==> config.mk <==
export PLATFORM = sky130hd
export DESIGN_NAME = branch_ctrl_flat
export DESIGN_NICKNAME = d
export VERILOG_FILES = /design/src/rtl/branch_pkg.sv /design/src/rtl/branch_ctrl_if.sv /design/src/rtl/branch_ctrl_link_stack.sv /design/src/rtl/branch_ctrl.sv /design/src/flat_wrapper.sv
export SDC_FILE = /design/constraint.sdc
export NUM_CORES = 1
export LEC_CHECK = 0
export BUFFER_PORTS_ARGS = -buffer_cell sky130_fd_sc_hd__buf_2
export CORE_ASPECT_RATIO = 1.4
export CORE_MARGIN = 2
export CORE_UTILIZATION = 60
export DETAILED_ROUTE_END_ITERATION = 8
export PLACE_DENSITY = 0.92
export REMOVE_ABC_BUFFERS = 1
export SLEW_MARGIN = 10
export SYNTH_ARGS = -nofsm -noshare
export SYNTH_HDL_FRONTEND = slang
export SYNTH_SLANG_ARGS = --single-unit
==> constraint.sdc <==
create_clock -name clk -period 2.8 [get_ports clk]
set_input_delay 0.14 -clock clk [delete_from_list [all_inputs] [get_ports clk]]
set_output_delay 0.14 -clock clk [all_outputs]
set_load 0.02 [all_outputs]
==> src/rtl/branch_pkg.sv <==
// ---------------------------------------------------------------------------
// branch_pkg
// Shared definitions for the branch controller:
//   - FLAG_* : bit positions of the mode bits inside a flag context
//   - flag_t : packed view of one flag context {loop, alw, lt, eq}
//   - instr_kind_e : instruction kind after priority resolution
//   - sel_width() : select-field width for a bank of n entries (min 1 bit)
// ---------------------------------------------------------------------------
package branch_pkg;

  localparam int FLAG_EQ   = 0;
  localparam int FLAG_LT   = 1;
  localparam int FLAG_ALW  = 2;
  localparam int FLAG_LOOP = 3;

  typedef struct packed {
    logic loop;
    logic alw;
    logic lt;
    logic eq;
  } flag_t;

  typedef enum logic [1:0] {
    NONE = 2'd0,
    BR   = 2'd1,
    CALL = 2'd2,
    RET  = 2'd3
  } instr_kind_e;

  // A bank with a single entry still gets a 1-bit select so ports never
  // collapse to zero width.
  function automatic int sel_width(input int n);
    return (n > 1) ? $clog2(n) : 1;
  endfunction

endpackage

==> src/rtl/branch_ctrl_if.sv <==
// ---------------------------------------------------------------------------
// branch_ctrl_if
// Decode-side bus of the branch controller.
//   master (decode/fetch): drives flag writes, compare results, instruction
//     strobes, immediate, return_pc and loop-counter load.
//   slave (branch_ctrl): drives address/branch to the next-PC mux plus
//     loop_count and the return-stack status flags.
// ---------------------------------------------------------------------------
interface branch_ctrl_if
  import branch_pkg::*;
#(
  parameter int IMM_W   = 6,
  parameter int ADDR_W  = 10,
  parameter int NUM_CTX = 4,
  parameter int LOOP_W  = 8
);

  localparam int CTX_W = sel_width(NUM_CTX);

  // decode -> controller
  logic              w_flag;
  logic [3:0]        flag_in;
  logic [CTX_W-1:0]  ctx_sel;
  logic              equal;
  logic              less;
  logic              branch_instr;
  logic              call_instr;
  logic              ret_instr;
  logic [IMM_W-1:0]  immediate;
  logic [ADDR_W-1:0] return_pc;
  logic              loop_load;
  logic [LOOP_W-1:0] loop_value;

  // controller -> next-PC mux / status
  logic [ADDR_W-1:0] address;
  logic              branch;
  logic [LOOP_W-1:0] loop_count;
  logic              stack_empty;
  logic              stack_full;
  logic              overflow;
  logic              underflow;

  modport master (
    output w_flag, flag_in, ctx_sel, equal, less,
           branch_instr, call_instr, ret_instr,
           immediate, return_pc, loop_load, loop_value,
    input  address, branch, loop_count,
           stack_empty, stack_full, overflow, underflow
  );

  modport slave (
    input  w_flag, flag_in, ctx_sel, equal, less,
           branch_instr, call_instr, ret_instr,
           immediate, return_pc, loop_load, loop_value,
    output address, branch, loop_count,
           stack_empty, stack_full, overflow, underflow
  );

endinterface

==> src/rtl/branch_ctrl_link_stack.sv <==
// ---------------------------------------------------------------------------
// link_stack
// Return-address LIFO held as a circular buffer so that a push on a full
// stack silently drops the oldest entry.
// Ports:
//   clk, reset     : clock, synchronous active-low reset
//   push/push_data : push an address at the edge
//   pop            : pop the top entry at the edge (wins over push)
//   top_data       : current top entry (combinational read)
//   empty/full     : registered occupancy status
//   overflow       : sticky, set by a push while full
//   underflow      : sticky, set by a pop while empty
// ---------------------------------------------------------------------------
module link_stack #(
  parameter int ADDR_W      = 10,
  parameter int STACK_DEPTH = 4
) (
  input  logic              clk,
  input  logic              reset,
  input  logic              push,
  input  logic              pop,
  input  logic [ADDR_W-1:0] push_data,
  output logic [ADDR_W-1:0] top_data,
  output logic              empty,
  output logic              full,
  output logic              overflow,
  output logic              underflow
);

  localparam int PTR_W = $clog2(STACK_DEPTH);
  localparam int CNT_W = $clog2(STACK_DEPTH + 1);
  localparam logic [PTR_W-1:0] LAST_IDX = PTR_W'(STACK_DEPTH - 1);
  localparam logic [CNT_W-1:0] DEPTH_C  = CNT_W'(STACK_DEPTH);

  if (STACK_DEPTH < 2) begin : g_chk_depth
    $error("link_stack: STACK_DEPTH must be at least 2");
  end

  logic [ADDR_W-1:0] mem_q [STACK_DEPTH];
  logic [ADDR_W-1:0] mem_d [STACK_DEPTH];
  logic [PTR_W-1:0]  wr_ptr_q, wr_ptr_d;   // next free slot
  logic [CNT_W-1:0]  cnt_q, cnt_d;
  logic              empty_q, empty_d;
  logic              full_q, full_d;
  logic              ovf_q, ovf_d;
  logic              unf_q, unf_d;
  logic [PTR_W-1:0]  top_idx_s;
  logic [PTR_W-1:0]  next_idx_s;

  // Ring-buffer neighbours of the write pointer (depth need not be a power of 2).
  always_comb begin
    if (wr_ptr_q == '0) begin
      top_idx_s = LAST_IDX;
    end else begin
      top_idx_s = wr_ptr_q - PTR_W'(1);
    end
    if (wr_ptr_q == LAST_IDX) begin
      next_idx_s = '0;
    end else begin
      next_idx_s = wr_ptr_q + PTR_W'(1);
    end
  end

  assign top_data = mem_q[top_idx_s];

  // Next-state for storage, pointer, occupancy and sticky errors.
  always_comb begin
    mem_d    = mem_q;
    wr_ptr_d = wr_ptr_q;
    cnt_d    = cnt_q;
    ovf_d    = ovf_q;
    unf_d    = unf_q;
    if (pop) begin
      if (!empty_q) begin
        wr_ptr_d = top_idx_s;
        cnt_d    = cnt_q - CNT_W'(1);
      end else begin
        unf_d = 1'b1;
      end
    end else if (push) begin
      mem_d[wr_ptr_q] = push_data;
      wr_ptr_d        = next_idx_s;
      // When full the write lands on the oldest slot, so depth stays put.
      if (full_q) begin
        ovf_d = 1'b1;
      end else begin
        cnt_d = cnt_q + CNT_W'(1);
      end
    end else begin
      cnt_d = cnt_q;
    end
    empty_d = (cnt_d == '0);
    full_d  = (cnt_d == DEPTH_C);
  end

  // State registers with synchronous active-low reset.
  always_ff @(posedge clk) begin
    if (!reset) begin
      for (int i = 0; i < STACK_DEPTH; i++) begin
        mem_q[i] <= '0;
      end
      wr_ptr_q <= '0;
      cnt_q    <= '0;
      empty_q  <= 1'b1;
      full_q   <= 1'b0;
      ovf_q    <= 1'b0;
      unf_q    <= 1'b0;
    end else begin
      mem_q    <= mem_d;
      wr_ptr_q <= wr_ptr_d;
      cnt_q    <= cnt_d;
      empty_q  <= empty_d;
      full_q   <= full_d;
      ovf_q    <= ovf_d;
      unf_q    <= unf_d;
    end
  end

  assign empty     = empty_q;
  assign full      = full_q;
  assign overflow  = ovf_q;
  assign underflow = unf_q;

endmodule

==> src/rtl/branch_ctrl.sv <==
// ---------------------------------------------------------------------------
// branch_ctrl
// Same-cycle branch/loop/call/return resolution for the single-cycle core.
// Ports:
//   clk   : clock
//   reset : synchronous active-low reset
//   bus   : branch_ctrl_if slave -- decode inputs in, branch/address to the
//           next-PC mux, loop_count and return-stack status out.
// branch/address are combinational from the inputs and current state; all
// other outputs come straight from registers.
// ---------------------------------------------------------------------------
module branch_ctrl
  import branch_pkg::*;
#(
  parameter int IMM_W       = 6,
  parameter int SHIFT       = 3,
  parameter int ADDR_W      = 10,
  parameter int NUM_CTX     = 4,
  parameter int LOOP_W      = 8,
  parameter int STACK_DEPTH = 4
) (
  input  logic         clk,
  input  logic         reset,
  branch_ctrl_if.slave bus
);

  localparam int CTX_W = sel_width(NUM_CTX);

  if (ADDR_W < IMM_W + SHIFT) begin : g_chk_addr
    $error("branch_ctrl: ADDR_W must be >= IMM_W + SHIFT");
  end
  if (NUM_CTX < 1) begin : g_chk_ctx
    $error("branch_ctrl: NUM_CTX must be at least 1");
  end

  flag_t             ctx_q [NUM_CTX];
  flag_t             ctx_d [NUM_CTX];
  logic [LOOP_W-1:0] loop_q, loop_d;

  flag_t             cur_flag_s;
  logic [3:0]        cur_bits_s;
  instr_kind_e       kind_s;
  logic [ADDR_W-1:0] imm_tgt_s;
  logic [ADDR_W-1:0] tgt_s;
  logic              br_s;
  logic              push_s;
  logic              pop_s;
  logic              dec_s;
  logic              loop_nz_s;
  logic [ADDR_W-1:0] top_data_s;
  logic              stk_empty_s;

  // Read the selected context (pre-write value); unmapped selects read as 0.
  always_comb begin
    cur_flag_s = '0;
    for (int i = 0; i < NUM_CTX; i++) begin
      if (bus.ctx_sel == CTX_W'(i)) begin
        cur_flag_s = ctx_q[i];
      end else begin
        cur_flag_s = cur_flag_s;
      end
    end
  end

  assign cur_bits_s = cur_flag_s;
  assign loop_nz_s  = (loop_q != '0);
  assign imm_tgt_s  = ADDR_W'(bus.immediate) << SHIFT;

  // Priority resolve: ret > call > branch.
  always_comb begin
    if (bus.ret_instr) begin
      kind_s = RET;
    end else if (bus.call_instr) begin
      kind_s = CALL;
    end else if (bus.branch_instr) begin
      kind_s = BR;
    end else begin
      kind_s = NONE;
    end
  end

  // Decision, target mux and side-effect strobes for the resolved kind.
  always_comb begin
    br_s   = 1'b0;
    tgt_s  = imm_tgt_s;
    push_s = 1'b0;
    pop_s  = 1'b0;
    dec_s  = 1'b0;
    case (kind_s)
      RET: begin
        // An empty-stack pop only raises underflow inside the stack.
        pop_s = 1'b1;
        if (!stk_empty_s) begin
          br_s  = 1'b1;
          tgt_s = top_data_s;
        end else begin
          br_s  = 1'b0;
          tgt_s = imm_tgt_s;
        end
      end
      CALL: begin
        br_s   = 1'b1;
        push_s = 1'b1;
      end
      BR: begin
        br_s  = cur_bits_s[FLAG_ALW]
              | (cur_bits_s[FLAG_LT]   & bus.less)
              | (cur_bits_s[FLAG_EQ]   & bus.equal)
              | (cur_bits_s[FLAG_LOOP] & loop_nz_s);
        // Counter saturates at zero instead of wrapping.
        dec_s = cur_bits_s[FLAG_LOOP] & loop_nz_s;
      end
      NONE: begin
        br_s = 1'b0;
      end
      default: begin
        br_s = 1'b0;
      end
    endcase
  end

  // Context bank write.
  always_comb begin
    ctx_d = ctx_q;
    for (int i = 0; i < NUM_CTX; i++) begin
      if (bus.w_flag && (bus.ctx_sel == CTX_W'(i))) begin
        ctx_d[i] = flag_t'(bus.flag_in);
      end else begin
        ctx_d[i] = ctx_q[i];
      end
    end
  end

  // Loop counter: a load beats a same-cycle decrement.
  always_comb begin
    if (bus.loop_load) begin
      loop_d = bus.loop_value;
    end else if (dec_s) begin
      loop_d = loop_q - LOOP_W'(1);
    end else begin
      loop_d = loop_q;
    end
  end

  // Context bank and loop counter registers.
  always_ff @(posedge clk) begin
    if (!reset) begin
      for (int i = 0; i < NUM_CTX; i++) begin
        ctx_q[i] <= '0;
      end
      loop_q <= '0;
    end else begin
      ctx_q  <= ctx_d;
      loop_q <= loop_d;
    end
  end

  link_stack #(
    .ADDR_W      (ADDR_W),
    .STACK_DEPTH (STACK_DEPTH)
  ) u_link_stack (
    .clk       (clk),
    .reset     (reset),
    .push      (push_s),
    .pop       (pop_s),
    .push_data (bus.return_pc),
    .top_data  (top_data_s),
    .empty     (stk_empty_s),
    .full      (bus.stack_full),
    .overflow  (bus.overflow),
    .underflow (bus.underflow)
  );

  assign bus.branch      = br_s;
  assign bus.address     = tgt_s;
  assign bus.loop_count  = loop_q;
  assign bus.stack_empty = stk_empty_s;

endmodule

==> src/flat_wrapper.sv <==
// flat-port wrapper written by rule: the top's interface ports become plain ports
module branch_ctrl_flat import branch_pkg::*;
#(
  parameter int IMM_W       = 6,
  parameter int SHIFT       = 3,
  parameter int ADDR_W      = 10,
  parameter int NUM_CTX     = 4,
  parameter int LOOP_W      = 8,
  parameter int STACK_DEPTH = 4
)
  (clk, reset, bus_w_flag, bus_flag_in, bus_ctx_sel, bus_equal, bus_less, bus_branch_instr, bus_call_instr, bus_ret_instr, bus_immediate, bus_return_pc, bus_loop_load, bus_loop_value, bus_address, bus_branch, bus_loop_count, bus_stack_empty, bus_stack_full, bus_overflow, bus_underflow);
  branch_ctrl_if #(.IMM_W(IMM_W), .ADDR_W(ADDR_W), .NUM_CTX(NUM_CTX), .LOOP_W(LOOP_W)) bus_i ();
  input  logic clk;
  input  logic reset;
  input wire logic [$bits(bus_i.w_flag)-1:0] bus_w_flag;
  input wire logic [$bits(bus_i.flag_in)-1:0] bus_flag_in;
  input wire logic [$bits(bus_i.ctx_sel)-1:0] bus_ctx_sel;
  input wire logic [$bits(bus_i.equal)-1:0] bus_equal;
  input wire logic [$bits(bus_i.less)-1:0] bus_less;
  input wire logic [$bits(bus_i.branch_instr)-1:0] bus_branch_instr;
  input wire logic [$bits(bus_i.call_instr)-1:0] bus_call_instr;
  input wire logic [$bits(bus_i.ret_instr)-1:0] bus_ret_instr;
  input wire logic [$bits(bus_i.immediate)-1:0] bus_immediate;
  input wire logic [$bits(bus_i.return_pc)-1:0] bus_return_pc;
  input wire logic [$bits(bus_i.loop_load)-1:0] bus_loop_load;
  input wire logic [$bits(bus_i.loop_value)-1:0] bus_loop_value;
  output wire logic [$bits(bus_i.address)-1:0] bus_address;
  output wire logic [$bits(bus_i.branch)-1:0] bus_branch;
  output wire logic [$bits(bus_i.loop_count)-1:0] bus_loop_count;
  output wire logic [$bits(bus_i.stack_empty)-1:0] bus_stack_empty;
  output wire logic [$bits(bus_i.stack_full)-1:0] bus_stack_full;
  output wire logic [$bits(bus_i.overflow)-1:0] bus_overflow;
  output wire logic [$bits(bus_i.underflow)-1:0] bus_underflow;
  assign bus_i.w_flag = bus_w_flag;
  assign bus_i.flag_in = bus_flag_in;
  assign bus_i.ctx_sel = bus_ctx_sel;
  assign bus_i.equal = bus_equal;
  assign bus_i.less = bus_less;
  assign bus_i.branch_instr = bus_branch_instr;
  assign bus_i.call_instr = bus_call_instr;
  assign bus_i.ret_instr = bus_ret_instr;
  assign bus_i.immediate = bus_immediate;
  assign bus_i.return_pc = bus_return_pc;
  assign bus_i.loop_load = bus_loop_load;
  assign bus_i.loop_value = bus_loop_value;
  assign bus_address = bus_i.address;
  assign bus_branch = bus_i.branch;
  assign bus_loop_count = bus_i.loop_count;
  assign bus_stack_empty = bus_i.stack_empty;
  assign bus_stack_full = bus_i.stack_full;
  assign bus_overflow = bus_i.overflow;
  assign bus_underflow = bus_i.underflow;
  branch_ctrl #(.IMM_W(IMM_W), .SHIFT(SHIFT), .ADDR_W(ADDR_W), .NUM_CTX(NUM_CTX), .LOOP_W(LOOP_W), .STACK_DEPTH(STACK_DEPTH)) u_core (.clk(clk), .reset(reset), .bus(bus_i));
endmodule
==> impl_metrics.py <==
metrics = {
    "run_status": {
        "status": "completed",
    },
    "worst_setup_path": {
        "cp_data_required_time_ps": 2660,
        "crit_chain": "inv_1 > ha_1 > mux4_2 > and2_1 > buf_2",
        "crit_type": "reg2out",
        "max_stage_delay_ps": 650,
        "crit_family": "adder cells",
        "slowest_stage": "ha_1",
        "cp.arrival_ps": 2420,
        "reg2reg_setup_slack_ps": 810,
        "cp-start-kind": "register",
        "cp-end-kind": "output port",
        "crit_fanout": 11,
        "crit_buf_inv": 2,
    },
    "cells_and_area": {
        "layout.nets": 502,
        "antenna_cells": 0,
        "drive_above_1_share_pct": 23.9,
        "area_growth_pct": 17.6,
    },
    "detailed_routing": {
        "vias_per_cell": 6.04,
        "dr.pass1.iters": 5,
        "ant_nets": 0,
        "highest_layer": "met4",
        "wl_per_cell_um": 15.9,
        "drc_errors": 0,
        "vias": 3188,
        "wl_met2_um": 4410,
        "drtIter0Drc": 285,
        "wl_met3_um": 468,
        "wl_met1_um": 3370,
        "wirelength_um": 8420,
    },
    "sta": {
        "finalSetupViolCount": 0,
        "max_freq_mhz": 390,
        "finalCritPeriodShare_pct": 91.6,
        "rsz0062_at_grt": "no",
        "worstMarginPinSlew_ps": 886,
        "slew_violations": 0,
        "min_period_ps": 2560,
        "tns_ps": 0,
        "hold_viol": 0,
        "slew_headroom_pct": 40.8,
        "clock_skew_ps": 13.4,
        "worst_slack_ps": 236,
    },
    "floorplanning": {
        "die_h_um": 93.5,
        "core_region_area_mm2": 0.00553,
        "rows": 32,
        "dieArea_mm2": 0.00635,
        "io_pins": 62,
        "initial_core_util_pct": 62.1,
        "die-width_um": 67.9,
    },
    "hold_path": {
        "min_path_type": "in2reg",
    },
    "pwr": {
        "clkPwrFrac_pct": 37.0,
        "p_switching_mw": 0.828,
        "ir_worst_vdd_mv": 0.408,
        "power.share.switching_pct": 29.7,
        "power_mw": 2.79,
        "internal_power_mw": 1.96,
        "powerDensity_mw_per_mm2": 690,
        "p_leak_nw": 1.64,
        "p_comb_share_pct": 21.3,
        "seqPwrFrac_pct": 41.7,
    },
    "place": {
        "place.gp.congestion": 0.820,
        "dp_hpwl_um": 5830,
        "place_ws_ps": 605,
        "io_buffers": 61,
    },
    "global_route": {
        "antenna_found_initial": 0,
        "grt_max_degree": 44,
        "grt_pass1_wl_um": 13700,
        "grt_use_total_pct": 28.4,
        "grt-ovfl-total": 0,
        "grt_pass1_vias": 2999,
    },
    "clock_network": {
        "cts_tree": "yes",
        "hold_buffers": 0,
        "clock_latency_ps": 360,
        "cts_buffer_depth": 2,
        "clk_pin_slew_ps": 80,
        "cts_setup_buffers": 0,
        "root_buffer": "clkbuf_8",
        "htree_levels": 3,
        "cts_buffers": 9,
        "cts.sinks": 73,
        "post_cts_resized": 0,
    },
    "synthesis": {
        "ys_types": 47,
        "ys_warn_count": 0,
        "async_flop_share_pct": 0,
        "synth_area_per_cell_um2": 8.58,
        "synth_area_mm2": 0.00343,
        "synth_edf_count": 0,
        "synthCells": 400,
        "ys_seq_area_share_pct": 42.6,
        "ys_seq_elements": 73,
        "synthFlopType": "dfxtp_1",
    },
    "flow_run": {
        "max_cap_viol_count": 0,
    },
}
==> power groups by stage <==
stage               registers, mW  clock network [mW]  logic, mW
floorplan                    1.19                   0      0.371
global placement             1.18                   0      0.569
detailed placement           1.18                   0      0.587
CTS                          1.16                1.04      0.592
global route                 1.17                1.09      0.651
finish                       1.16                1.03      0.594
==> logic make-up after synthesis <==
group | synth area share (%)
compound gates | 14.1
fa+ha+maj | 2.92
buf+inv | 3.90
flops | 42.6
mux | 12.2
xor+xnor | 0.766
simple gates | 23.5
==> through the flow <==
step	hold WS [ps]	std cells	cell area (um2)	util [%]
6_report	52.7	528	4040	73.1
5_1_grt	47.7	528	4040	73.1
4_1_cts	44.3	528	4040	73.1
3_5_place_dp	413	512	3780	68.5
3_3_place_gp	407	512	3780	68.5
2_1_floorplan	216	376	3340	-
==> path summary, 6_finish.rpt <==
check	start	end	cells past startpoint
min	bus_loop_value[1]	u_core.bus.loop_count[1]	3
max reg2reg	u_core.bus.loop_count[0]	u_core.bus.loop_count[6]	7
min reg2reg	u_core.u_link_stack.mem_q[32]	u_core.u_link_stack.mem_q[32]	2
max	u_core.u_link_stack.wr_ptr_q[0]	bus_address[0]	5
==> placed cells by master (no fill, tap or decap), types with 2 or more instances in the layout <==
cell type	netlist	routed
o221ai_1	2	2
and2_1	5	5
nor2b_1	3	2
nand3b_1	2	2
dfxtp_1	73	73
clkbuf_8	0	10
clkinvlp_4	0	2
nand4_1	2	2
inv_1	10	10
nand3_1	44	44
o21ai_0	11	11
xnor2_1	2	2
ha_1	8	8
o31ai_1	5	5
or2_2	2	2
a211oi_1	2	2
a22oi_1	2	2
mux2_2	3	3
or3_2	2	2
or3b_2	2	2
nor2_1	24	24
bufinv_16	0	3
nand2b_1	2	2
buf_2	2	61
a21oi_1	46	46
mux4_2	10	10
mux2i_1	16	16
a31oi_1	6	6
or4_2	2	2
nor3b_1	4	4
or4_1	3	3
nor4_1	2	2
buf_4	0	7
nand2_1	66	66
==> per-layer routing <==
layer  vias to the layer above  track usage, %
li1                       1529               -
met1                      1494            32.6
met3                        17            5.90
met4                         0            13.0
met2                       148            48.9
met5                         -               0
==> registers in the layout, indices dropped and copies added (netlist names) <==
name                           cells
u_core.u_link_stack.empty          1
u_core.u_link_stack.cnt_q          3
u_core.u_link_stack.overflow       1
u_core.ctx_q                      16
u_core.u_link_stack.full           1
u_core.bus.loop_count              8
u_core.u_link_stack.wr_ptr_q       2
u_core.u_link_stack.mem_q         40
u_core.u_link_stack.underflow      1
==> worst min-delay path: stages <==
cell and delay [ps]:
buf_2 70, nand3_1 70, o211ai_1 80
==> layout make-up <==
type,instances,area (um2)
multi-input cells,292,1840
fillers,430,1490
flip-flops and latches,73,1460
repair buffers,68,358
clock buffers,10,138
clock inverters,6,114
well taps,68,85.1
inverters,11,41.3
==> synthesized netlist by cell type (4+ instances only) <==
cell,count,area share (%)
dfxtp_1,73,43
nand2_1,66,7.2
a21oi_1,46,6.7
nand3_1,44,6.4
nor2_1,24,2.6
clkbuf_1,21,2.3
mux2i_1,16,4.7
o21ai_0,11,1.6
inv_1,10,1.1
mux4_2,10,6.6
ha_1,8,2.9
a31oi_1,6,1.1
and2_1,5,0.91
o31ai_1,5,1.1
nor3b_1,4,0.87
(Power assumes the default switching activity.)
